<file path="src/rtl/uart_receiver.sv">
// uart_receiver: 16x-oversampled UART receive stage, 8N1 by default, 8E1 when the
// UART_RX_PARITY_EN macro is defined. Good bytes land on rx_data with a one-cycle rx_status strobe.
module uart_receiver #(
    parameter int CLK_HZ     = 100000000,
    parameter int BAUD       = 9600,
    parameter int OVERSAMPLE = 16
) (
    input  logic       sysclk,
    input  logic       reset,
    input  logic       uart_rx,
    output logic [7:0] rx_data,
    output logic       rx_status,
    output logic       frame_err,
    output logic       parity_err,
    output logic       busy
);

    localparam int DIV = CLK_HZ / (BAUD * OVERSAMPLE);
    localparam int TW  = (DIV > 1) ? $clog2(DIV) : 1;
    localparam int SW  = $clog2(OVERSAMPLE);

    localparam logic [TW-1:0] TCNT_LAST = TW'(DIV - 1);
    localparam logic [SW-1:0] SCNT_LAST = SW'(OVERSAMPLE - 1);
    localparam logic [SW-1:0] SCNT_MID  = SW'(OVERSAMPLE / 2 - 1);

    typedef enum logic [2:0] {
        IDLE,
        START,
        DATA,
`ifdef UART_RX_PARITY_EN
        PARITY,
`endif
        STOP,
        WAIT_HIGH
    } state_t;

    state_t          state_q, state_n;
    logic            sync_q, rx_s;
    logic [TW-1:0]   tcnt_q, tcnt_n;
    logic [SW-1:0]   scnt_q, scnt_n;
    logic [2:0]      bcnt_q, bcnt_n;
    logic [7:0]      shift_q, shift_n;
    logic [7:0]      data_n;
    logic            status_n, ferr_n, perr_n;
    logic            tick;
`ifdef UART_RX_PARITY_EN
    logic            par_q, par_n;
`endif

    // Two-flop synchronizer; idles high so reset never looks like a start edge.
    always_ff @(posedge sysclk or negedge reset) begin
        if (!reset) begin
            sync_q <= 1'b1;
            rx_s   <= 1'b1;
        end else begin
            // NOTE: non-blocking assignments make both flops sample pre-edge values, so this
            // stays a true two-stage chain regardless of statement order.
            sync_q <= uart_rx;
            rx_s   <= sync_q;
        end
    end

    assign tick = (tcnt_q == TCNT_LAST);
    assign busy = (state_q != IDLE);

    always_comb begin
        // NOTE: every signal driven here gets a default first, so no path through the case
        // can leave one unassigned and infer a latch.
        state_n  = state_q;
        tcnt_n   = tick ? '0 : tcnt_q + TW'(1);
        scnt_n   = scnt_q;
        bcnt_n   = bcnt_q;
        shift_n  = shift_q;
        data_n   = rx_data;
        status_n = 1'b0;
        ferr_n   = 1'b0;
        perr_n   = 1'b0;
`ifdef UART_RX_PARITY_EN
        par_n    = par_q;
`endif

        case (state_q)
            IDLE: begin
                // Holding the divider at zero aligns every later tick to the start edge.
                tcnt_n = '0;
                scnt_n = '0;
                if (!rx_s) begin
                    state_n = START;
                end
            end

            START: begin
                if (tick) begin
                    if (scnt_q == SCNT_MID) begin
                        if (rx_s) begin
                            state_n = IDLE;
                        end else begin
                            state_n = DATA;
                            scnt_n  = '0;
                            bcnt_n  = '0;
                        end
                    end else begin
                        scnt_n = scnt_q + SW'(1);
                    end
                end
            end

            DATA: begin
                if (tick) begin
                    if (scnt_q == SCNT_LAST) begin
                        shift_n = {rx_s, shift_q[7:1]};
                        scnt_n  = '0;
                        if (bcnt_q == 3'd7) begin
`ifdef UART_RX_PARITY_EN
                            state_n = PARITY;
`else
                            state_n = STOP;
`endif
                        end else begin
                            bcnt_n = bcnt_q + 3'd1;
                        end
                    end else begin
                        scnt_n = scnt_q + SW'(1);
                    end
                end
            end

`ifdef UART_RX_PARITY_EN
            PARITY: begin
                if (tick) begin
                    if (scnt_q == SCNT_LAST) begin
                        par_n   = rx_s;
                        scnt_n  = '0;
                        state_n = STOP;
                    end else begin
                        scnt_n = scnt_q + SW'(1);
                    end
                end
            end
`endif

            STOP: begin
                if (tick) begin
                    if (scnt_q == SCNT_LAST) begin
                        scnt_n = '0;
                        if (!rx_s) begin
                            ferr_n  = 1'b1;
                            state_n = WAIT_HIGH;
`ifdef UART_RX_PARITY_EN
                        end else if (^{shift_q, par_q}) begin
                            perr_n  = 1'b1;
                            state_n = IDLE;
`endif
                        end else begin
                            status_n = 1'b1;
                            data_n   = shift_q;
                            state_n  = IDLE;
                        end
                    end else begin
                        scnt_n = scnt_q + SW'(1);
                    end
                end
            end

            WAIT_HIGH: begin
                // A held-low line (break) reports once, then waits for idle.
                tcnt_n = '0;
                if (rx_s) begin
                    state_n = IDLE;
                end
            end

            default: begin
                state_n = IDLE;
            end
        endcase
    end

    always_ff @(posedge sysclk or negedge reset) begin
        if (!reset) begin
            state_q    <= IDLE;
            tcnt_q     <= '0;
            scnt_q     <= '0;
            bcnt_q     <= '0;
            shift_q    <= '0;
            rx_data    <= 8'h00;
            rx_status  <= 1'b0;
            frame_err  <= 1'b0;
            parity_err <= 1'b0;
`ifdef UART_RX_PARITY_EN
            par_q      <= 1'b0;
`endif
        end else begin
            state_q    <= state_n;
            tcnt_q     <= tcnt_n;
            scnt_q     <= scnt_n;
            bcnt_q     <= bcnt_n;
            shift_q    <= shift_n;
            rx_data    <= data_n;
            rx_status  <= status_n;
            frame_err  <= ferr_n;
            parity_err <= perr_n;
`ifdef UART_RX_PARITY_EN
            par_q      <= par_n;
`endif
        end
    end

endmodule

</file>
<file path="config.mk">
export PLATFORM = sky130hd
export DESIGN_NAME = uart_receiver
export DESIGN_NICKNAME = d
export VERILOG_FILES = /design/src/rtl/uart_receiver.sv
export SDC_FILE = /design/constraint.sdc
export NUM_CORES = 1
export LEC_CHECK = 0
export CORE_MARGIN = 4
export CORE_UTILIZATION = 54
export CTS_BUF_LIST = sky130_fd_sc_hd__clkbuf_4
export DETAILED_ROUTE_END_ITERATION = 16
export HOLD_SLACK_MARGIN = 0.05
export PLACE_DENSITY_LB_ADDON = 0.15
export SLEW_MARGIN = 5
export SYNTH_ARGS = -nofsm -noshare
export SYNTH_HDL_FRONTEND = slang
export SYNTH_SLANG_ARGS = --single-unit
</file>
<file path="constraint.sdc">
create_clock -name sysclk -period 2 [get_ports sysclk]
set_input_delay 0.6 -clock sysclk [delete_from_list [all_inputs] [get_ports sysclk]]
set_output_delay 0.6 -clock sysclk [all_outputs]
set_load 0.1 [all_outputs]
</file>
After elaboration in Yosys (flattened, before gate mapping)
Index checks and enable logic that the tools add are counted.
- magnitude comparators: 0
- muxes and demuxes: 35
- $mul: 0
- reductions and logical operators: 11
- shifts and indexed selects: 0
- bitwise gates (word level): 0
- add/sub/neg operators: 3
- div/mod/pow operators: 0
- eq/ne operators: 21
- operators by type and width (cell ; number):
    $mux W3 ; 16
    $ne A2 B2 Y1 const B ; 11
    $mux W10 ; 2
    $mux W4 ; 5
    $pmux W3 S5 ; 1
    $pmux W4 S3 ; 1
    $add A10 B1 Y10 const B ; 1
    $eq A10 B10 Y1 const B ; 1
    $reduce_and A9 Y1 ; 1
    $mux W1 ; 8
    $reduce_and A4 Y1 ; 2
    $reduce_and A7 Y1 ; 1
    $eq A3 B2 Y1 const B ; 2
    $eq A3 B3 Y1 const B ; 2
    $pmux W3 S2 ; 1
    $reduce_bool A3 Y1 ; 2
    $add A4 B1 Y4 const B ; 1
    $eq A4 B3 Y1 const B ; 1
    $eq A4 B4 Y1 const B ; 1
    $reduce_or A2 Y1 ; 2
    $add A3 B1 Y3 const B ; 1
    $eq A3 B1 Y1 const B ; 1
    $logic_not A3 Y1 ; 1
    $ne A3 B3 Y1 const B ; 1
    4 further kinds ; 4
- memories kept: 0
- memory bits (read-only): 0
- input port bits: 3
- register bits: 40
- word-level logic and storage cells: 80
- bits in latches: 0
- RAM bits: 0

Logic depth before layout (Yosys ltp)
Gate-level depths: netlist of the first run.
- word-level depth: 5
- mapped depth: 6
- mapped depth without buffers: 5

Worst setup path before layout of the first run
OpenSTA, ideal clock, no wires.
- kind: flip-flop to flip-flop
- from: reg state_q[0]
- to: reg scnt_q[1]
- period minus slack after synthesis: 2.202 ns
- library setup time: 0.128 ns
- arrival: 2.075 ns
- stages on the path, launching flop included: 6
- setup slack: -0.202 ns
- required time: 1.872 ns
- cell sequence: dfrtp_1 -> buf_1 -> nor2_1 -> nand2_1 -> o31a_1 -> mux2_1
- longest elaborated chain between the ends: 4
- elaborated cells between the ends (all ways): 11
- those cells by class: eq/ne: 6; mux: 1; reduce/logical: 4
- ends and longest elaborated chain (element ; line ; source):
    start, declared ; 37 ; state_t state_q, state_n;
    start signal, assigned ; 194 ; state_q <= state_n;
    $eq A3 B2 Y1 ; 82 ; case (state_q)
    $reduce_or A2 Y1 (no source line) ; -- ;
    $ne A2 B1 Y1 (no source line) or $reduce_bool A3 Y1 (tied branches) ; -- ;
    $reduce_and A4 Y1 (no source line) ; -- ;
    end signal, assigned ; 196 ; scnt_q <= scnt_n;
    end, declared ; 40 ; logic [SW-1:0] scnt_q, scnt_n;
Several ways; a longest one is shown, not always the timed one.
A chain may end at the register's enable or synchronous reset.

Final worst setup path of the first run
- from: reg bcnt_q[0]
- to: reg bcnt_q[0]
- longest elaborated chain between the ends: 5
- elaborated cells between the ends (all ways): 8
- those cells by class: add/sub: 1; eq/ne: 2; mux: 4; reduce/logical: 1
- ends and longest elaborated chain (element ; line ; source):
    start, declared ; 41 ; logic [2:0] bcnt_q, bcnt_n;
    start signal, assigned ; 197 ; bcnt_q <= bcnt_n;
    $add A3 B1 Y3 ; 120 ; bcnt_n = bcnt_q + 3'd1;
    $mux W3 ; 113 ; if (bcnt_q == 3'd7) begin
    $mux W3 ; 110 ; if (scnt_q == SCNT_LAST) begin
    $mux W3 ; 109 ; if (tick) begin
    $pmux W3 S2 ; 82 ;
Several ways; a longest one is shown, not always the timed one. The select of a mux whose other input is x is not followed.

==> impl_summary.txt, run 1 <==
----------------------------------------------------
[Run status]
  Status ... finished with violations
  Violations in the final reports ... setup timing

[Setup path]
  Worst setup SP type ... flop
  Critical path data arrival time ... 2.24 ns
  Logic depth of the worst register-to-register path ... 5
  Count of buffering cells on the critical path with inverters included ... 0
  Count of cell instances traversed by the critical path ... 5
  Critical path cell sequence ... ha_2 -> ha_4 -> or4b_4 -> a211oi_4 -> mux2_4
  Crit Path Max Fanout ... 3
  Crit-path slowest cell ... sky130_fd_sc_hd__or4b_4
  Longest individual stage delay on the worst path ... 0.49 ns
  WS Path Type ... reg2reg
  Kind of cell with the highest combined delay on the critical path ... simple AND/OR/NAND/NOR gates
  Critical path required time ... 2.23 ns
  CP endpoint kind ... flop

[Synth]
  Synthesized flop and latch total ... 40
  Post-synthesis instance area ... 0.00188 mm²
  Xor/xnor share of the synthesized area ... 0.0373
  Share of synthesized flip-flops with an asynchronous set or reset ... 1.00
  Area contributors post-synth ... sky130_fd_sc_hd__dfrtp_1, sky130_fd_sc_hd__mux2_2, sky130_fd_sc_hd__ha_1
  Synth top area share ... 0.506
  Synth Area in Compound Gates ... 0.0652
  Yosys top cell by area ... sky130_fd_sc_hd__dfrtp_1
  Top FF cell, synth ... sky130_fd_sc_hd__dfrtp_1
  Synthesized instance count ... 159
  Synth Area in Adders ... 0.0333
  Synthesized net count ... 167
  Count of warnings emitted by yosys ... 0
  Sequential area share after synthesis ... 0.534
  Simple-gate share of the synthesized area ... 0.181
  Multiplexer share of the synthesized area ... 0.126
  Post-synthesis area per instance ... 11.8 µm²
  Dominant combinational cell family by area after synthesis ... simple AND/OR/NAND/NOR gates
  Post-synthesis cell type count ... 41
  Number of synthesized flops with an enable pin ... 0

[Timing]
  Fraction of the cycle the final worst path needs ... 1.01
  Setup repair after global routing missed its margin ... true
  Highest attainable clock frequency ... 0.497 GHz
  Post-layout worst setup margin ... -0.0105 ns
  Endpoints failing hold ... 0
  Final setup vio count ... 3
  Post-route minimum period ... 2.01 ns
  Skew final ... 0.00711 ns
  Worst slack on hold paths ... 0.141 ns
  Number of slew-limit violations in the final report ... 0

[Drt]
  Sum of met3 wire segment lengths after detailed routing ... 105 µm
  Top metal layer carrying routed signals ... met4
  Number of vias per cell ... 5.34
  ANT nets after route ... 0
  Router iterations before antenna repair ... 4
  Via count ... 1,329
  Detailed-routing wirelength on met1 ... 1640 µm
  Met2 Routed Length ... 1860 µm
  DRC ... 0
  Number of violations reported at the end of detailed-routing iteration 0 ... 113
  Sum of routed wire length over all layers ... 3660 µm
  Drt wl/cell ... 14.7 µm

[Floorplan]
  FP Rows ... 21
  CORE AREA ... 0.00334 mm²
  Starting density of the core ... 0.564
  Number of primary I/O pins ... 15
  Full die area ... 0.00449 mm²
  Die Span Y ... 67.0 µm
  Die X ... 67.0 µm

[Clock network]
  TritonCTS clock tree ... done
  Clock sink total ... 40
  Depth of the CTS H-tree ... 2
  Number of buffers created by CTS ... 5
  Maximum root-to-sink buffer count ... 2
  Cell at the root of the clock tree ... sky130_fd_sc_hd__clkbuf_4
  Post-CTS clock slew at the launch and capture registers of the worst setup and hold paths ... 0.12 ns
  Clock latency on the worst-skew pair ... 0.34 ns

[Final layout]
  Final standard cell utilization of the core ... 0.745
  Ratio of cells with drive above 1 in the final layout ... 0.429
  Filler cell count in the final layout ... 232
  Number of diodes added for antenna fixing ... 0
  Final layout net count ... 210
  Multi-input gate area in the final layout ... 897 µm²
  Layout area overhead ... 32.2%
  Combined flip-flop and latch cell area ... 0.00101 mm²
  Final non-filler cell total ... 249

[Flow run]
  Number of max-capacitance violations reported ... 0

[Placement]
  IO Port Bufs ... 13
  Routability congestion estimate from global placement ... 0.851
  Instance count after placement with tap cells included ... 234
  Post-detail-place hpwl ... 2670 µm

[Global routing]
  Vias in the first global route ... 1,349
  Global-route wire length before repair ... 6180 µm
  Sum of overflow across all layers after global routing ... 0
  Aggregate global-route resource usage ... 0.188
  Largest net degree at the start of global routing ... 17
  Number of antenna violations at the first check in global routing ... 0

[Min path]
  Worst min-delay path category ... in2async

[Power]
  Cell area power density ... 502 mW/mm²
  VDD IR max ... 503 µV
  Static power due to leakage ... 1.13 nW

----------------------------------------------------
## metal layers
layer / track usage / vias up
li1: - / 648
met2: 0.303 / 16
met4: 0.0684 / 0
met3: 0.0506 / 5
met5: 0 / -
met1: 0.241 / 660
## stage by stage
stage	power [mW]	area [µm²]	TNS (ns)	worst slack, ns
6_report	1.25	2490	-0.0201	-0.0105
5_1_grt	1.31	2490	-0.236	-0.0680
4_1_cts	1.26	2430	-0.137	-0.0516
3_5_place_dp	0.863	2310	-0.240	-0.0887
3_3_place_gp	0.862	2310	-0.0559	-0.0204
2_1_floorplan	0.842	1880	0	0.0124
## repair_timing
| item | in CTS | in global routing |
|---|---|---|
| buffers inserted | 3 | 4 |
| pin swaps | 2 | 2 |
| endpoints found under the setup margin | 4 | 10 |
| gates resized for setup | 9 | 5 |
| hold buffers | 0 | 0 |
## final cells by class
cell class	count	share of cell area
well taps	46	0.0232
clock buffers	6	0.0181
flip-flops and latches	40	0.405
clock inverters	2	0.00503
repair buffers	43	0.185
multi-input cells	110	0.361
inverters	2	0.00302
## power breakdown
| part | leakage (nW) | total [mW] | internal [mW] | switching, mW |
|---|---|---|---|---|
| Clock | 0.0317 | 0.401 | 0.149 | 0.252 |
| Combinational | 0.560 | 0.0316 | 0.00660 | 0.0250 |
| Sequential | 0.535 | 0.815 | 0.812 | 0.00253 |
## cells by family after synthesis
kind of cell	count (synthesis)
other cells	1
flops	40
buf+inv	9
mux	21
fa+ha+maj	5
compound gates	16
xor+xnor	8
simple gates	59
## path summary, 6_finish.rpt
| check | startpoint | to | slack [ns] |
|---|---|---|---|
| worst max-delay path | bcnt_q[0] | bcnt_q[0] | -0.01 |
| worst max register to register | bcnt_q[0] | bcnt_q[0] | -0.01 |
| max in group asynchronous | reset | sync_q | 1.31 |
| min in group sysclk | sync_q | rx_s | 0.36 |
| worst min-delay path | reset | shift_q[7] | 0.14 |
| worst min register to register | sync_q | rx_s | 0.36 |
## placed cells by master, fill, tap and decap left out, types with 2 or more instances in the layout
cell | netlist | layout
sky130_fd_sc_hd__dfrtp_1 | 38 | 36
sky130_fd_sc_hd__buf_4 | 1 | 30
sky130_fd_sc_hd__mux2_2 | 20 | 17
sky130_fd_sc_hd__nor2_1 | 15 | 14
sky130_fd_sc_hd__buf_12 | 0 | 11
sky130_fd_sc_hd__nand2_1 | 11 | 10
sky130_fd_sc_hd__nor3b_1 | 6 | 6
sky130_fd_sc_hd__nor3_1 | 6 | 6
sky130_fd_sc_hd__xnor2_1 | 6 | 6
sky130_fd_sc_hd__clkbuf_4 | 0 | 6
sky130_fd_sc_hd__nand3_1 | 5 | 5
sky130_fd_sc_hd__nor4_1 | 3 | 3
sky130_fd_sc_hd__o21ai_0 | 3 | 3
sky130_fd_sc_hd__mux2_4 | 0 | 3
sky130_fd_sc_hd__inv_1 | 2 | 2
sky130_fd_sc_hd__nand4_1 | 2 | 2
sky130_fd_sc_hd__xor2_1 | 2 | 2
sky130_fd_sc_hd__nor2b_1 | 2 | 2
sky130_fd_sc_hd__o31ai_1 | 2 | 2
sky130_fd_sc_hd__a21oi_1 | 2 | 2
sky130_fd_sc_hd__a22o_1 | 2 | 2
sky130_fd_sc_hd__or4b_4 | 1 | 2
sky130_fd_sc_hd__ha_1 | 5 | 2
sky130_fd_sc_hd__ha_4 | 0 | 2
sky130_fd_sc_hd__dfstp_2 | 2 | 2
sky130_fd_sc_hd__dfrtp_2 | 0 | 2
## worst reg2reg max path: stages (launching register included)
cell and delay (ns):
sky130_fd_sc_hd__dfrtp_1 0.40, sky130_fd_sc_hd__ha_2 0.20, sky130_fd_sc_hd__ha_4 0.16, sky130_fd_sc_hd__or4b_4 0.49, sky130_fd_sc_hd__a211oi_4 0.33, sky130_fd_sc_hd__mux2_4 0.34
## flip-flops by register name (all words and copies together) (netlist names)
signal / cells
shift_q: 8
frame_err: 1
rx_status: 1
state_q: 3
sync_q: 1
scnt_q: 4
rx_data: 8
tcnt_q: 10
rx_s: 1
bcnt_q: 3
## synthesized netlist by cell type (2+ instances only)
cell / number
sky130_fd_sc_hd__nand2_1: 11
sky130_fd_sc_hd__nor3_1: 6
sky130_fd_sc_hd__ha_1: 5
sky130_fd_sc_hd__a21oi_1: 2
sky130_fd_sc_hd__mux2_2: 20
sky130_fd_sc_hd__a22o_1: 2
sky130_fd_sc_hd__dfstp_2: 2
sky130_fd_sc_hd__inv_1: 2
sky130_fd_sc_hd__o31ai_1: 2
sky130_fd_sc_hd__xnor2_1: 6
sky130_fd_sc_hd__clkbuf_1: 2
sky130_fd_sc_hd__nand4_1: 2
sky130_fd_sc_hd__nor2b_1: 2
sky130_fd_sc_hd__nor3b_1: 6
sky130_fd_sc_hd__nor2_1: 15
sky130_fd_sc_hd__dfrtp_1: 38
sky130_fd_sc_hd__buf_2: 3
sky130_fd_sc_hd__nor4_1: 3
sky130_fd_sc_hd__xor2_1: 2
sky130_fd_sc_hd__nand3_1: 5
sky130_fd_sc_hd__o21ai_0: 3
No activity file was read; power rests on OpenSTA's default activity.
==> inputs of run 2 (changes only) <==
--- a/config.mk
+++ b/config.mk
@@ -5,8 +5,9 @@
 export SDC_FILE = /design/constraint.sdc
 export NUM_CORES = 1
 export LEC_CHECK = 0
+export CORE_ASPECT_RATIO = 1.1
 export CORE_MARGIN = 4
-export CORE_UTILIZATION = 54
+export CORE_UTILIZATION = 59
 export CTS_BUF_LIST = sky130_fd_sc_hd__clkbuf_4
 export DETAILED_ROUTE_END_ITERATION = 16
 export HOLD_SLACK_MARGIN = 0.05
==> constraint.sdc (replaced) <==
create_clock -name sysclk -period 2.1 [get_ports sysclk]
set_input_delay 0.63 -clock sysclk [delete_from_list [all_inputs] [get_ports sysclk]]
set_output_delay 0.63 -clock sysclk [all_outputs]
set_load 0.1 [all_outputs]
==> impl_summary.txt, run 2 (same netlist as run 1, synthesis figures left out) <==
----------------------------------------------------
[Timing]
  Worst slack on hold paths ... 0.311 ns (was 0.141 ns)
  Post-route minimum period ... 2.07 ns (was 2.01 ns)
  Highest attainable clock frequency ... 0.484 GHz (was 0.497 GHz)
  Total Neg Setup Slack ... 0 ns (was -0.0201 ns)
  Skew final ... 0.00919 ns (was 0.00711 ns)
  Endpoints failing hold ... 0 (unchanged)
  Fraction of the cycle the final worst path needs ... 0.983 (was 1.01)
  Final setup vio count ... 0 (was 3)
  Setup repair after global routing missed its margin ... true (unchanged)
  Number of slew-limit violations in the final report ... 0 (unchanged)

[Setup path]
  Critical path data arrival time ... 2.31 ns (was 2.24 ns)
  Logic depth of the worst register-to-register path ... 5 (unchanged)
  Endpoint of the lowest-slack register-to-register path ... bcnt_q[2] (was bcnt_q[0])
  Crit-path slowest cell ... sky130_fd_sc_hd__or4b_4 (unchanged)
  Count of buffering cells on the critical path with inverters included ... 0 (unchanged)
  Count of cell instances traversed by the critical path ... 5 (unchanged)
  CP endpoint kind ... flop (unchanged)
  Launch instance of the worst register-to-register path ... scnt_q[0] (was bcnt_q[0])
  Worst setup SP type ... flop (unchanged)
  Critical path required time ... 2.34 ns (was 2.23 ns)
  Crit Path Max Fanout ... 5 (was 3)
  WS Path Type ... reg2reg (unchanged)
  Kind of cell with the highest combined delay on the critical path ... simple AND/OR/NAND/NOR gates (unchanged)
  Critical path destination ... bcnt_q[2] (was bcnt_q[0])
  Reg-to-reg slack, setup ... 0.03 ns (was -0.01 ns)
  Longest individual stage delay on the worst path ... 0.54 ns (was 0.49 ns)
  Setup crit start ... scnt_q[0] (was bcnt_q[0])
  Critical path cell sequence ... ha_4 -> nand3_2 -> or4b_4 -> a211oi_4 -> mux2_2 (was ha_2 -> ha_4 -> or4b_4 -> a211oi_4 -> mux2_4)

[Clock network]
  Number of buffers created by CTS ... 5 (unchanged)
  TritonCTS clock tree ... done (unchanged)
  Post-CTS clock slew at the launch and capture registers of the worst setup and hold paths ... 0.12 ns (about the same)
  Cell at the root of the clock tree ... sky130_fd_sc_hd__clkbuf_4 (unchanged)
  Depth of the CTS H-tree ... 2 (unchanged)
  Clock latency on the worst-skew pair ... 0.34 ns (about the same)
  Clock sink total ... 40 (unchanged)
  Maximum root-to-sink buffer count ... 2 (unchanged)

[Global routing]
  GR Util met2 ... 0.340 (was 0.303)
  Global-route wire length before repair ... 6340 µm (was 6180 µm)
  Number of antenna violations at the first check in global routing ... 0 (unchanged)
  Peak-usage layer in the global routing report ... met2 (unchanged)
  Largest net degree at the start of global routing ... 41 (was 17)
  Sum of overflow across all layers after global routing ... 0 (unchanged)
  Aggregate global-route resource usage ... 0.210 (was 0.188)
  Fraction of met1 tracks used by global routing ... 0.258 (was 0.241)
  Met3 demand-to-capacity share in global routing ... 0.0535 (was 0.0506)
  Vias in the first global route ... 1,396 (was 1,349)

[Drt]
  Via count ... 1,299 (was 1,329)
  Drt wl/cell ... 16.4 µm (was 14.7 µm)
  Sum of routed wire length over all layers ... 3630 µm (was 3660 µm)
  ANT nets after route ... 0 (unchanged)
  Number of vias per cell ... 5.85 (was 5.34)
  DRC ... 0 (unchanged)
  Router iterations before antenna repair ... 4 (unchanged)
  Number of violations reported at the end of detailed-routing iteration 0 ... 49 (was 113)

[Final layout]
  Number of diodes added for antenna fixing ... 0 (unchanged)
  Ratio of cells with drive above 1 in the final layout ... 0.378 (was 0.429)
  Max FFs per register ... 10 (unchanged)
  Most frequent standard cell in the layout excluding fill and tap cells ... sky130_fd_sc_hd__dfrtp_1 (unchanged)
  Largest register by flop count ... tcnt_q (unchanged)
  Commonest non-fill, non-tap cells in the layout ... sky130_fd_sc_hd__dfrtp_1, sky130_fd_sc_hd__mux2_2, sky130_fd_sc_hd__buf_4, sky130_fd_sc_hd__nor2_1, sky130_fd_sc_hd__buf_12 (was sky130_fd_sc_hd__dfrtp_1, sky130_fd_sc_hd__buf_4, sky130_fd_sc_hd__mux2_2, sky130_fd_sc_hd__nor2_1, sky130_fd_sc_hd__buf_12)
  Post-route design area ... 0.00235 mm² (was 0.00249 mm²)
  Final layout net count ... 195 (was 210)
  Top flop regs ... tcnt_q x10, rx_data x8, shift_q x8 (unchanged)
  Layout area overhead ... 24.9% (was 32.2%)
  Filler cell count in the final layout ... 197 (was 232)
  Final non-filler cell total ... 222 (was 249)

[Placement]
  Instance count after placement with tap cells included ... 211 (was 234)
  Post-detail-place hpwl ... 2480 µm (was 2670 µm)
  Routability congestion estimate from global placement ... 0.943 (was 0.851)
  IO Port Bufs ... 13 (unchanged)
  DP Area ... 0.00222 mm² (was 0.00231 mm²)

[Floorplan]
  CORE AREA ... 0.00305 mm² (was 0.00334 mm²)
  Starting density of the core ... 0.617 (was 0.564)
  FP Rows ... 21 (unchanged)
  Die Span Y ... 67.2 µm (was 67.0 µm)
  Full die area ... 0.00416 mm² (was 0.00449 mm²)
  Die X ... 61.8 µm (was 67.0 µm)
  Number of primary I/O pins ... 15 (unchanged)

[Run status]
  Status ... finished, final reports clean (was finished with violations)

[Power]
  Final Total Pwr ... 1.31 mW (was 1.25 mW)
  Static power due to leakage ... 1.07 nW (was 1.13 nW)
  VDD IR max ... 627 µV (was 503 µV)
  Cell area power density ... 558 mW/mm² (was 502 mW/mm²)

[Min path]
  Worst min-delay path category ... in2async (unchanged)

[Flow run]
  Number of max-capacitance violations reported ... 0 (unchanged)

----------------------------------------------------
==> run 2: area by class of cell <==
type / instances / area (µm²) / area share
sequential: 40 / 1000 / 0.428
multi-input combinational: 110 / 867 / 0.369
timing repair buffer: 28 / 348 / 0.148
clock buffer: 6 / 45.0 / 0.0192
tap: 34 / 42.5 / 0.0181
clock inverter: 2 / 35.0 / 0.0149
inverter: 2 / 7.51 / 0.00319
==> run 2: per-layer routing <==
metal	vias to the layer above	share of wire
met5	-	0
met1	636	0.42
li1	619	-
met4	0	0.029
met3	12	0.040
met2	32	0.51
==> run 2: where the power goes <==
group,internal [mW],switching [mW],total (mW)
logic,0.00508,0.0229,0.0280
clock network,0.263,0.245,0.508
registers,0.774,0.00257,0.776
==> run 2: timing repair <==
action / 4_1_cts / 5_1_grt
hold buffers: 0 / 0
buffers inserted: 1 / 2
endpoints found under the setup margin: 4 / 5
resized for setup: 4 / 4
pin swaps: 1 / 2
==> run 2: worst min-delay path by stage <==
stage,start,end,cells after the start
finish,reset,state_q[1],2
global route,reset,scnt_q[2],2
CTS,reset,bcnt_q[0],2
detailed placement,sync_q,rx_s,0
global placement,sync_q,rx_s,0
floorplan,reset,bcnt_q[0],0
==> run 2: metrics by stage <==
step | util | worst slack, ns
detailed placement | 0.727 | -0.0159
finish | 0.771 | 0.0349
global route | 0.771 | -0.0291
floorplan | - | 0.0778
CTS | 0.759 | 0.00690
global placement | 0.727 | 0.0315
==> run 2: worst reg2reg max path, delay by kind of cell (launching register included) <==
kind	cells	cell delay, ns
flip-flops	1	0.45
adder cells (fa/ha/maj)	1	0.19
AND/OR/NAND/NOR	2	0.64
AO/OA/AOI/OAI	1	0.32
multiplexers	1	0.37
==> inputs of run 3 (changes only) <==
--- a/config.mk
+++ b/config.mk
@@ -9,7 +9,9 @@
 export CORE_MARGIN = 4
 export CORE_UTILIZATION = 59
 export CTS_BUF_LIST = sky130_fd_sc_hd__clkbuf_4
+export CTS_CLUSTER_SIZE = 14
 export DETAILED_ROUTE_END_ITERATION = 16
+export GPL_TIMING_DRIVEN = 1
 export HOLD_SLACK_MARGIN = 0.05
 export PLACE_DENSITY_LB_ADDON = 0.15
 export SLEW_MARGIN = 5
==> results of run 3 <==
Final layout, timing and power as in run 2 (identical DEF).
